File: config.mk
export PLATFORM = sky130hd
export DESIGN_NAME = slv_guard_rst_ctrl_flat
export DESIGN_NICKNAME = d
export VERILOG_FILES = /design/src/rtl/slv_guard_rst_ctrl_if.sv /design/src/rtl/slv_guard_rst_ctrl.sv /design/src/flat_wrapper.sv
export SDC_FILE = /design/constraint.sdc
export NUM_CORES = 1
export LEC_CHECK = 0
export BUFFER_PORTS_ARGS = -buffer_cell sky130_fd_sc_hd__buf_2
export CELL_PAD_IN_SITES_DETAIL_PLACEMENT = 0
export CELL_PAD_IN_SITES_GLOBAL_PLACEMENT = 2
export CORE_ASPECT_RATIO = 0.7
export CORE_MARGIN = 5
export CORE_UTILIZATION = 34
export DETAILED_ROUTE_END_ITERATION = 6
export PLACE_DENSITY_LB_ADDON = 0.3
export SYNTH_ARGS = -nofsm -noshare
export SYNTH_HDL_FRONTEND = slang
export SYNTH_SLANG_ARGS = --single-unit
File: constraint.sdc
create_clock -name clk_i -period 2.89 [get_ports clk_i]
set_input_delay 0.578 -clock clk_i [delete_from_list [all_inputs] [get_ports clk_i]]
set_output_delay 0.578 -clock clk_i [all_outputs]
set_load 0.02 [all_outputs]
File: src/rtl/slv_guard_rst_ctrl_if.sv
// Signal bundle between the guard monitors, the reset sequencer and the
// per-subordinate reset/isolation logic. The statistics outputs exist only
// when SLV_GUARD_RST_CTRL_STATS_EN is defined.
interface slv_guard_rst_ctrl_if #(
   parameter int unsigned NumSub   = 2,
   parameter int unsigned CntWidth = 16,
   parameter int unsigned IdxWidth = 1
);
   logic                ctrl_en_i;
   logic [NumSub-1:0]   fault_i;
   logic [NumSub-1:0]   idle_i;
   logic [CntWidth-1:0] drain_budget_i;
   logic [CntWidth-1:0] ack_budget_i;
   logic [NumSub-1:0]   rst_stat_i;
   logic [NumSub-1:0]   isolate_o;
   logic [NumSub-1:0]   rst_req_o;
   logic [NumSub-1:0]   pending_o;
   logic                busy_o;
   logic                irq_o;
   logic [IdxWidth-1:0] irq_id_o;
   logic                irq_err_o;
`ifdef SLV_GUARD_RST_CTRL_STATS_EN
   logic [NumSub*8-1:0] rst_cnt_o;
   logic [NumSub*8-1:0] err_cnt_o;
`endif

   modport master (
      output ctrl_en_i, fault_i, idle_i, drain_budget_i, ack_budget_i, rst_stat_i,
`ifdef SLV_GUARD_RST_CTRL_STATS_EN
      input  rst_cnt_o, err_cnt_o,
`endif
      input  isolate_o, rst_req_o, pending_o, busy_o, irq_o, irq_id_o, irq_err_o
   );

   modport slave (
      input  ctrl_en_i, fault_i, idle_i, drain_budget_i, ack_budget_i, rst_stat_i,
`ifdef SLV_GUARD_RST_CTRL_STATS_EN
      output rst_cnt_o, err_cnt_o,
`endif
      output isolate_o, rst_req_o, pending_o, busy_o, irq_o, irq_id_o, irq_err_o
   );
endinterface

File: src/rtl/slv_guard_rst_ctrl.sv
// Subordinate guard reset sequencer: captures per-subordinate fault requests,
// grants them round-robin and runs isolate -> drain -> reset handshake ->
// release for one subordinate at a time, pulsing irq at the end.
// Optional per-subordinate statistics: define SLV_GUARD_RST_CTRL_STATS_EN.
module slv_guard_rst_ctrl #(
   parameter int unsigned  NumSub       = 2,
   parameter int unsigned  CntWidth     = 16,
   parameter int unsigned  MinRstCycles = 4,
   localparam int unsigned IdxWidth     = (NumSub > 1) ? $clog2(NumSub) : 1
) (
   input logic                 clk_i,
   input logic                 rst_i,
   slv_guard_rst_ctrl_if.slave bus
);
   typedef enum logic [2:0] {
      ST_IDLE     = 3'd0,
      ST_ISOLATE  = 3'd1,
      ST_DRAIN    = 3'd2,
      ST_ASSERT   = 3'd3,
      ST_DEASSERT = 3'd4,
      ST_DONE     = 3'd5
   } state_t;

   // Last ASSERT count at which the minimum reset width is satisfied.
   localparam logic [CntWidth:0] MinHold = (CntWidth+1)'(MinRstCycles - 1);

   state_t              state;
   logic [NumSub-1:0]   pending, isolate, rst_req;
   logic [IdxWidth-1:0] sel, rr, irq_id;
   logic [CntWidth-1:0] cnt;
   logic                err, busy, irq, irq_err;

   logic                grant_vld, grant_take;
   logic [IdxWidth-1:0] grant_idx;
   logic [NumSub-1:0]   pend_nxt, sel_mask;
   logic [CntWidth-1:0] cnt_inc;
   logic [CntWidth:0]   ast_limit;
   logic                drain_done, drain_exp, ast_done, ast_exp, deast_done, deast_exp, err_evt;

   // (idx + ofs) mod NumSub for ofs < NumSub
   function automatic logic [IdxWidth-1:0] wrap_add(input logic [IdxWidth-1:0] idx,
                                                    input int unsigned ofs);
      int unsigned sum;
      sum = 32'(idx) + ofs;
      if (sum >= NumSub) sum = sum - NumSub;
      else               sum = sum;
      return IdxWidth'(sum);
   endfunction

   function automatic logic [NumSub-1:0] onehot(input logic [IdxWidth-1:0] idx);
      logic [NumSub-1:0] v;
      v      = '0;
      v[idx] = 1'b1;
      return v;
   endfunction

   // Round-robin search for the first pending request at or after rr.
   always_comb begin
      grant_vld = 1'b0;
      grant_idx = '0;
      for (int unsigned i = 0; i < NumSub; i++) begin
         if (!grant_vld && pending[wrap_add(rr, i)]) begin
            grant_vld = 1'b1;
            grant_idx = wrap_add(rr, i);
         end else begin
            grant_vld = grant_vld;
         end
      end
      grant_take = (state == ST_IDLE) && bus.ctrl_en_i && grant_vld;
      // a fault arriving in the grant cycle of the same subordinate is absorbed
      pend_nxt   = (pending | bus.fault_i) & ~(grant_take ? onehot(grant_idx) : '0);
   end

   // Phase exit conditions and budget expiry; the counter saturates.
   always_comb begin
      sel_mask   = onehot(sel);
      cnt_inc    = (cnt == {CntWidth{1'b1}}) ? cnt : cnt + CntWidth'(1);
      ast_limit  = {1'b0, bus.ack_budget_i} + MinHold;
      drain_done = bus.idle_i[sel];
      drain_exp  = !drain_done && (cnt >= bus.drain_budget_i);
      ast_done   = ({1'b0, cnt} >= MinHold) && bus.rst_stat_i[sel];
      ast_exp    = !ast_done && ({1'b0, cnt} >= ast_limit);
      deast_done = !bus.rst_stat_i[sel];
      deast_exp  = !deast_done && (cnt >= bus.ack_budget_i);
      case (state)
         ST_DRAIN:    err_evt = drain_exp;
         ST_ASSERT:   err_evt = ast_exp;
         ST_DEASSERT: err_evt = deast_exp;
         default:     err_evt = 1'b0;
      endcase
   end

   // Sequencer FSM with request capture and all registered outputs.
   always_ff @(posedge clk_i or posedge rst_i) begin
      if (rst_i) begin
         state   <= ST_IDLE;
         pending <= '0;
         sel     <= '0;
         rr      <= '0;
         cnt     <= '0;
         err     <= 1'b0;
         isolate <= '0;
         rst_req <= '0;
         busy    <= 1'b0;
         irq     <= 1'b0;
         irq_id  <= '0;
         irq_err <= 1'b0;
      end else begin
         pending <= pend_nxt;
         irq     <= 1'b0;
         case (state)
            ST_IDLE: begin
               if (grant_take) begin
                  state   <= ST_ISOLATE;
                  sel     <= grant_idx;
                  rr      <= wrap_add(grant_idx, 32'd1);
                  isolate <= onehot(grant_idx);
                  busy    <= 1'b1;
               end
            end
            ST_ISOLATE: begin
               cnt   <= '0;
               state <= ST_DRAIN;
            end
            ST_DRAIN: begin
               if (drain_done || drain_exp) begin
                  state   <= ST_ASSERT;
                  cnt     <= '0;
                  rst_req <= sel_mask;
                  err     <= err | drain_exp;
               end else begin
                  cnt <= cnt_inc;
               end
            end
            ST_ASSERT: begin
               if (ast_done || ast_exp) begin
                  state   <= ST_DEASSERT;
                  cnt     <= '0;
                  rst_req <= '0;
                  err     <= err | ast_exp;
               end else begin
                  cnt <= cnt_inc;
               end
            end
            ST_DEASSERT: begin
               if (deast_done || deast_exp) begin
                  state   <= ST_DONE;
                  irq     <= 1'b1;
                  irq_id  <= sel;
                  irq_err <= err | deast_exp;
                  err     <= err | deast_exp;
               end else begin
                  cnt <= cnt_inc;
               end
            end
            ST_DONE: begin
               state   <= ST_IDLE;
               isolate <= '0;
               busy    <= 1'b0;
               err     <= 1'b0;
            end
            default: begin
               state   <= ST_IDLE;
               isolate <= '0;
               rst_req <= '0;
               busy    <= 1'b0;
               err     <= 1'b0;
            end
         endcase
      end
   end

   assign bus.isolate_o = isolate;
   assign bus.rst_req_o = rst_req;
   assign bus.pending_o = pending;
   assign bus.busy_o    = busy;
   assign bus.irq_o     = irq;
   assign bus.irq_id_o  = irq_id;
   assign bus.irq_err_o = irq_err;

`ifdef SLV_GUARD_RST_CTRL_STATS_EN
   logic [7:0] rst_cnt [NumSub];
   logic [7:0] err_cnt [NumSub];

   function automatic logic [7:0] sat_inc8(input logic [7:0] v);
      return (v == 8'hFF) ? v : v + 8'd1;
   endfunction

   // Per-subordinate saturating counts of completed sequences and budget expiries.
   always_ff @(posedge clk_i or posedge rst_i) begin
      if (rst_i) begin
         for (int unsigned k = 0; k < NumSub; k++) begin
            rst_cnt[k] <= 8'd0;
            err_cnt[k] <= 8'd0;
         end
      end else begin
         if (state == ST_DONE) rst_cnt[sel] <= sat_inc8(rst_cnt[sel]);
         if (err_evt)          err_cnt[sel] <= sat_inc8(err_cnt[sel]);
      end
   end

   for (genvar k = 0; k < NumSub; k++) begin : g_stats
      assign bus.rst_cnt_o[k*8 +: 8] = rst_cnt[k];
      assign bus.err_cnt_o[k*8 +: 8] = err_cnt[k];
   end
`endif
endmodule

File: src/flat_wrapper.sv
// flat-port wrapper written by rule: the top's interface ports become plain ports
module slv_guard_rst_ctrl_flat 
#(
   parameter int unsigned  NumSub       = 2,
   parameter int unsigned  CntWidth     = 16,
   parameter int unsigned  MinRstCycles = 4,
   localparam int unsigned IdxWidth     = (NumSub > 1) ? $clog2(NumSub) : 1
)
  (clk_i, rst_i, bus_ctrl_en_i, bus_fault_i, bus_idle_i, bus_drain_budget_i, bus_ack_budget_i, bus_rst_stat_i, bus_isolate_o, bus_rst_req_o, bus_pending_o, bus_busy_o, bus_irq_o, bus_irq_id_o, bus_irq_err_o);
  slv_guard_rst_ctrl_if #(.NumSub(NumSub), .CntWidth(CntWidth), .IdxWidth((1))) bus_i ();
  input logic clk_i;
  input logic rst_i;
  input wire logic [$bits(bus_i.ctrl_en_i)-1:0] bus_ctrl_en_i;
  input wire logic [$bits(bus_i.fault_i)-1:0] bus_fault_i;
  input wire logic [$bits(bus_i.idle_i)-1:0] bus_idle_i;
  input wire logic [$bits(bus_i.drain_budget_i)-1:0] bus_drain_budget_i;
  input wire logic [$bits(bus_i.ack_budget_i)-1:0] bus_ack_budget_i;
  input wire logic [$bits(bus_i.rst_stat_i)-1:0] bus_rst_stat_i;
  output wire logic [$bits(bus_i.isolate_o)-1:0] bus_isolate_o;
  output wire logic [$bits(bus_i.rst_req_o)-1:0] bus_rst_req_o;
  output wire logic [$bits(bus_i.pending_o)-1:0] bus_pending_o;
  output wire logic [$bits(bus_i.busy_o)-1:0] bus_busy_o;
  output wire logic [$bits(bus_i.irq_o)-1:0] bus_irq_o;
  output wire logic [$bits(bus_i.irq_id_o)-1:0] bus_irq_id_o;
  output wire logic [$bits(bus_i.irq_err_o)-1:0] bus_irq_err_o;
  assign bus_i.ctrl_en_i = bus_ctrl_en_i;
  assign bus_i.fault_i = bus_fault_i;
  assign bus_i.idle_i = bus_idle_i;
  assign bus_i.drain_budget_i = bus_drain_budget_i;
  assign bus_i.ack_budget_i = bus_ack_budget_i;
  assign bus_i.rst_stat_i = bus_rst_stat_i;
  assign bus_isolate_o = bus_i.isolate_o;
  assign bus_rst_req_o = bus_i.rst_req_o;
  assign bus_pending_o = bus_i.pending_o;
  assign bus_busy_o = bus_i.busy_o;
  assign bus_irq_o = bus_i.irq_o;
  assign bus_irq_id_o = bus_i.irq_id_o;
  assign bus_irq_err_o = bus_i.irq_err_o;
  slv_guard_rst_ctrl #(.NumSub(NumSub), .CntWidth(CntWidth), .MinRstCycles(MinRstCycles)) u_core (.clk_i(clk_i), .rst_i(rst_i), .bus(bus_i));
endmodule
* After elaboration in Yosys (flattened, before gate mapping)
Index checks and enable logic that the tools add are counted.
Word-level totals: flip-flop bits (word level) 32
Operators by class: $add $sub $neg 7, order comparisons 13, equal/unequal tests 11, multiplexer cells 43, bitwise logic cells 9, reductions and logical operators 28
Operators by type and width (count):
- two-way mux 16 bit | 4
- one-hot mux 16 bit (4 select lines) | 1
- >= comparator 16 bit | 2
- two-way mux 1 bit | 23
- adder 16 x 2 -> 17 bit, second input constant | 1
- >= comparator 16 x 17 -> 1 bit | 1
- adder 16 x 1 -> 16 bit, second input constant | 1
- == test 16 bit, second input constant | 1
- >= comparator 16 x 2 -> 1 bit, second input constant | 1
- one-hot mux 3 bit (5 select lines) | 1
- two-way mux 3 bit | 4
- logical AND 1 bit | 9
- less-than comparator 1 x 2 -> 1 bit, second input constant | 4
- two-way mux 2 bit | 4
- inequality test 2 x 1 -> 1 bit, second input constant | 4
- AND reduction 2 bit | 4
- AND reduction 4 bit | 2
- OR reduction 4 bit | 2
- == test 3 x 2 -> 1 bit, second input constant | 2
- == test 3 bit, second input constant | 2
- one-hot mux 2 bit (3 select lines) | 1
- adder 1 x 1 -> 2 bit, second input constant | 2
- >= comparator 2 bit, second input constant | 2
- zero test 1 bit | 4
- other kinds (19) | 29

* Depth between registers and ports, before layout
depth in word-level cells 15, mapped depth 15, gate-level depth less buffers 13

* Worst setup path before layout
Ideal clock, no wire load.
kind input-to-reg, from in bus_ack_budget_i[2], to reg u_core.cnt[3], arrival 3.288 ns, data required time 2.764 ns, path slack -0.524 ns, cell stages on the path 13, path buffers 1, cells stage by stage and3_1 nand4_1 or4_1 xnor2_1 ha_1 nand4_1 a31oi_1 o41ai_1 a211o_1 a2bb2oi_4 buf_6 a21oi_1 a221o_1
Between the ends: longest elaborated chain between the ends 6, elaborated cells on any way between the ends 11, those cells by class 1 x add/sub; 2 x order compare; 1 x eq/ne; 2 x mux; 5 x reduce/logical
RTL lines:
- from (decl) | line flat_wrapper.sv:17 | input wire logic [$bits(bus_i.ack_budget_i)-1:0] bus_ack_budget_i;
- adder 16 x 2 -> 17 bit | line slv_guard_rst_ctrl.sv:78 | ast_limit = {1'b0, bus.ack_budget_i} + MinHold;
- >= comparator 16 x 17 -> 1 bit | line slv_guard_rst_ctrl.sv:82 | ast_exp = !ast_done && ({1'b0, cnt} >= ast_limit);
- logical AND 1 bit | line slv_guard_rst_ctrl.sv:82
- logical OR 1 bit | line slv_guard_rst_ctrl.sv:136 | if (ast_done || ast_exp) begin
- two-way mux 16 bit | line slv_guard_rst_ctrl.sv:136
- one-hot mux 16 bit (4 select lines) | line slv_guard_rst_ctrl.sv:111 | case (state)
- to (signal assigned) | line slv_guard_rst_ctrl.sv:132 | cnt <= cnt_inc;
- to (signal assigned) | line slv_guard_rst_ctrl.sv:142 | cnt <= cnt_inc;
- to (signal assigned) | line slv_guard_rst_ctrl.sv:153 | cnt <= cnt_inc;
- to (decl) | line slv_guard_rst_ctrl.sv:30 | logic [CntWidth-1:0] cnt;
Parallel ways exist; a longest one is shown, timed or not. A chain may end at the register's enable or synchronous reset.

* Worst setup path after layout
from in bus_ack_budget_i[2], to reg u_core.cnt[7]
The elaborated chain is that of the path after synthesis.

==> summary.md <==
| Metric | Value |
|---|---|
| Status | finished with violations |
| Summed instance area of the synthesized netlist | 3190 sq um |
| Headroom to the max-slew limit | 0.555 |
| Routed length per instance | 16.8 um |
| Clock period minus worst slack | 3.41 ns |
| Slew at the pin closest to its max-slew limit | 0.662 ns |
| Portion of netlist area occupied by mux cells | 0.0173 |
| Final worst-path setup slack | -0.518 ns |
| Wire length of the first global-routing pass | 17,200 um |
| Core area | 9110 sq um |
| Ratio of cells with drive above 1 in the final layout | 0.329 |
| Highest achievable clock rate | 0.293 GHz |
| Violations in the final reports | setup timing |
| Synth Area in Compound Gates | 0.244 |
| Clock latency on the worst-skew pair | 0.27 ns |
| Worst setup slack for register-to-register paths | 0.06 ns |
| Reg2Reg Depth | 11 |
| First-pass DRT Iterations | 5 |
| Critical path class | in -> reg |
| Total congestion overflow | 0 |
| Simple-gate share of the synthesized area | 0.188 |
| Library cell used as clock root buffer | clkbuf_16 |
| Top-level I/O count | 51 |
| Floorplan die height | 91.0 um |
| Maximum resistive drop on vdd | 0.000335 V |
| Via/cell ratio | 5.34 |
| Data required time of the worst path | 3.05 ns |
| Number of filler cells placed in the layout | 897 |
| Setup Slack @ Placement | -0.887 ns |
| Final weighted congestion in routability-driven placement | 0.875 |
| Xor/xnor share of the synthesized area | 0.0412 |
| Clock buffer depth | 2 |
| Number of enable flip-flop cells after synthesis | 0 |
| Mean cell area of the mapped netlist | 8.37 sq um |
| Via count of the routed design | 3,337 |
| Worst setup EP type | flip-flop |
| Leakage Power | 2.25 nW |
| Sequential area share after synthesis | 0.251 |
| Number of warnings printed during yosys synthesis | 0 |
| Drt drc | 0 |
| Layout-stage area growth over the synthesis result | 38.6% |
| Commonest non-fill, non-tap cells in the layout | buf_4, ha_1, buf_2 |
| TritonCTS clock tree | done |
| Count of endpoints failing hold in the final timing report | 0 |
| Pin count of the biggest net entering global routing | 26 |
| TritonCTS Buffers | 5 |
| Cells after synthesis | 381 |
| Path category of the worst min-delay check | in -> async |
| Worst path cell trace | buf_6 -> and3_4 -> nand4_1 -> buf_4 -> nor2_4 -> nand2_1 -> xnor2_1 -> ha_1 -> nand4_1 -> nor4_2 -> o41ai_2 -> a211o_1 -> a2bb2oi_4 -> buf_12 -> buf_12 -> a21oi_1 -> a221o_1 |
| Slew Limit Fails | 0 |
| Startpoint Class | input pin |
| Power per standard cell area | 591 nW/um^2 |
| All-Layer GR Usage | 0.186 |
| Number of buffers inserted by port buffering | 50 |
| Max incr delay on CP | 0.34 ns |
| Largest fanout on the critical path | 7 |
| Data arrival at the endpoint of the critical path | 3.57 ns |
| Die area | 11,400 sq um |
| Top FF cell, synth | dfrtp_1 |
| Share of the clock period used by the worst path | 1.18 |
| Number of global-route vias before repair | 3,252 |
| Unrepaired setup endpoints after global routing | true |
| Num Clock Sinks | 32 |
| Total detailed-routing wirelength | 10,500 um |
| Post-detailed-route count of antenna-violating nets | 0 |
| Number of max-cap violations | 0 |
| Worst hold margin | 0.256 ns |
| Number of nets in the layout | 592 |
| Share of async-settable or async-resettable flops after synthesis | 1.00 |
| H-tree depth reported by CTS | 2 |
| First DRT Iteration DRCs | 184 |
| Finish-stage setup viols | 22 |
| Most frequent standard cell in the layout excluding fill and tap cells | buf_4 |
| Starting density of the core | 0.350 |
| Cell variety after synth | 54 |
| Post-detail-place hpwl | 8310 um |
| Cts hold-fix bufs | 0 |
| Kind of cell with the highest combined delay on the critical path | simple AND/OR/NAND/NOR gates |
| Cell row count | 29 |
| Largest family of logic cells by synthesized area | compound AO/OA/AOI/OAI gates |
| Adder and majority gate portion of the synthesized area | 0.196 |
| Critical path depth | 17 |
| Total Neg Setup Slack | -9.20 ns |
| Antenna diode count | 0 |
| Maximum clock skew at final layout | 0.00334 ns |
| Net Count, Synth | 472 |
| Die width | 126 um |
| Clk slew on worst S/H paths | 0.05 ns |
| CP max-delay cell | nor4_2 |
| Critical path buffers and inverters | 4 |
| Initial antenna violation count | 0 |
| Number of flip-flops and latches in the synthesized netlist | 32 |
-- metrics by stage --
step | std cells | power, mW | instance area, sq um | util
finish | 625 | 2.61 | 4420 | 0.485
global route | 625 | 2.82 | 4420 | 0.485
CTS | 620 | 2.57 | 4320 | 0.475
detailed placement | 607 | 1.89 | 4040 | 0.443
global placement | 607 | 1.88 | 4040 | 0.443
floorplan | 381 | 1.42 | 3200 | -
-- repair_timing --
item,in CTS,in global routing
pin swaps,10,13
setup buffers,6,5
resized for setup,27,12
cloned,0,0
endpoints found under the setup margin,22,22
-- final cells by class --
cell class	count	area [sq um]	area share
well taps	124	155	0.0351
flip-flops and latches	32	801	0.181
multi-input cells	299	2320	0.525
repair buffers	124	861	0.195
inverters	39	146	0.0331
clock inverters	1	5.00	0.00113
clock buffers	6	129	0.0292
-- power by group --
group | internal [mW] | total [mW] | switching, mW
clock | 0.313 | 0.499 | 0.186
sequential | 0.557 | 0.678 | 0.120
combinational | 0.671 | 1.44 | 0.766
-- worst paths after layout --
path	from	end
setup / recovery	bus_ack_budget_i[2]	u_core.cnt[7]$_DFFE_PP0P_
hold / removal	rst_i	u_core.cnt[3]$_DFFE_PP0P_
setup reg to reg	u_core.cnt[12]$_DFFE_PP0P_	u_core.err$_DFFE_PP0P_
hold reg to reg	u_core.rr$_DFFE_PP0P_	u_core.rr$_DFFE_PP0P_
max in group asynchronous	rst_i	u_core.bus.irq_id_o$_DFFE_PP0P_
min in group clk_i	u_core.rr$_DFFE_PP0P_	u_core.rr$_DFFE_PP0P_
-- per-layer routing --
metal | part of all wire | vias to the layer above | GRT usage
met5 | 0 | - | 0
li1 | - | 1670 | -
met4 | 0.0029 | 0 | 0.0232
met2 | 0.42 | 95 | 0.280
met1 | 0.51 | 1568 | 0.279
met3 | 0.063 | 4 | 0.0405
-- logic make-up (layout without fill, tap and decap cells) --
kind of cell / Yosys count / in the layout
compound gates: 110 / 110
xor+xnor: 15 / 15
fa+ha+maj: 50 / 50
buf+inv: 50 / 170
flops: 32 / 32
mux: 5 / 5
simple gates: 119 / 119
-- synthesized netlist by cell type, types with 3 or more instances --
| master | count | area, sq um |
|---|---|---|
| o22ai_1 | 3 | 18.8 |
| mux2_2 | 4 | 45.0 |
| nand2b_1 | 4 | 25.0 |
| a211o_1 | 4 | 35.0 |
| nor3_1 | 9 | 45.0 |
| and3_1 | 4 | 25.0 |
| dfrtp_1 | 32 | 801 |
| buf_2 | 4 | 20.0 |
| clkbuf_1 | 6 | 22.5 |
| ha_1 | 50 | 626 |
| a31oi_1 | 7 | 43.8 |
| nand3_1 | 14 | 70.1 |
| xnor2_1 | 14 | 123 |
| nor2_1 | 20 | 75.1 |
| a211oi_1 | 4 | 30.0 |
| a221o_1 | 9 | 90.1 |
| o21ai_0 | 21 | 105 |
| inv_1 | 39 | 146 |
| a21o_1 | 5 | 37.5 |
| a21oi_1 | 28 | 140 |
| and4_1 | 3 | 26.3 |
| nand4_1 | 10 | 62.6 |
| o21a_1 | 5 | 37.5 |
| nor4_1 | 10 | 62.6 |
| nand2_1 | 35 | 131 |
-- sequential cells by signal, indices dropped and copies added (netlist names), 2 cells and up --
register and cells:
u_core.bus.isolate_o 2, u_core.cnt 16, u_core.state 3, u_core.bus.rst_req_o 2, u_core.bus.pending_o 2
(Power assumes the default switching activity.)
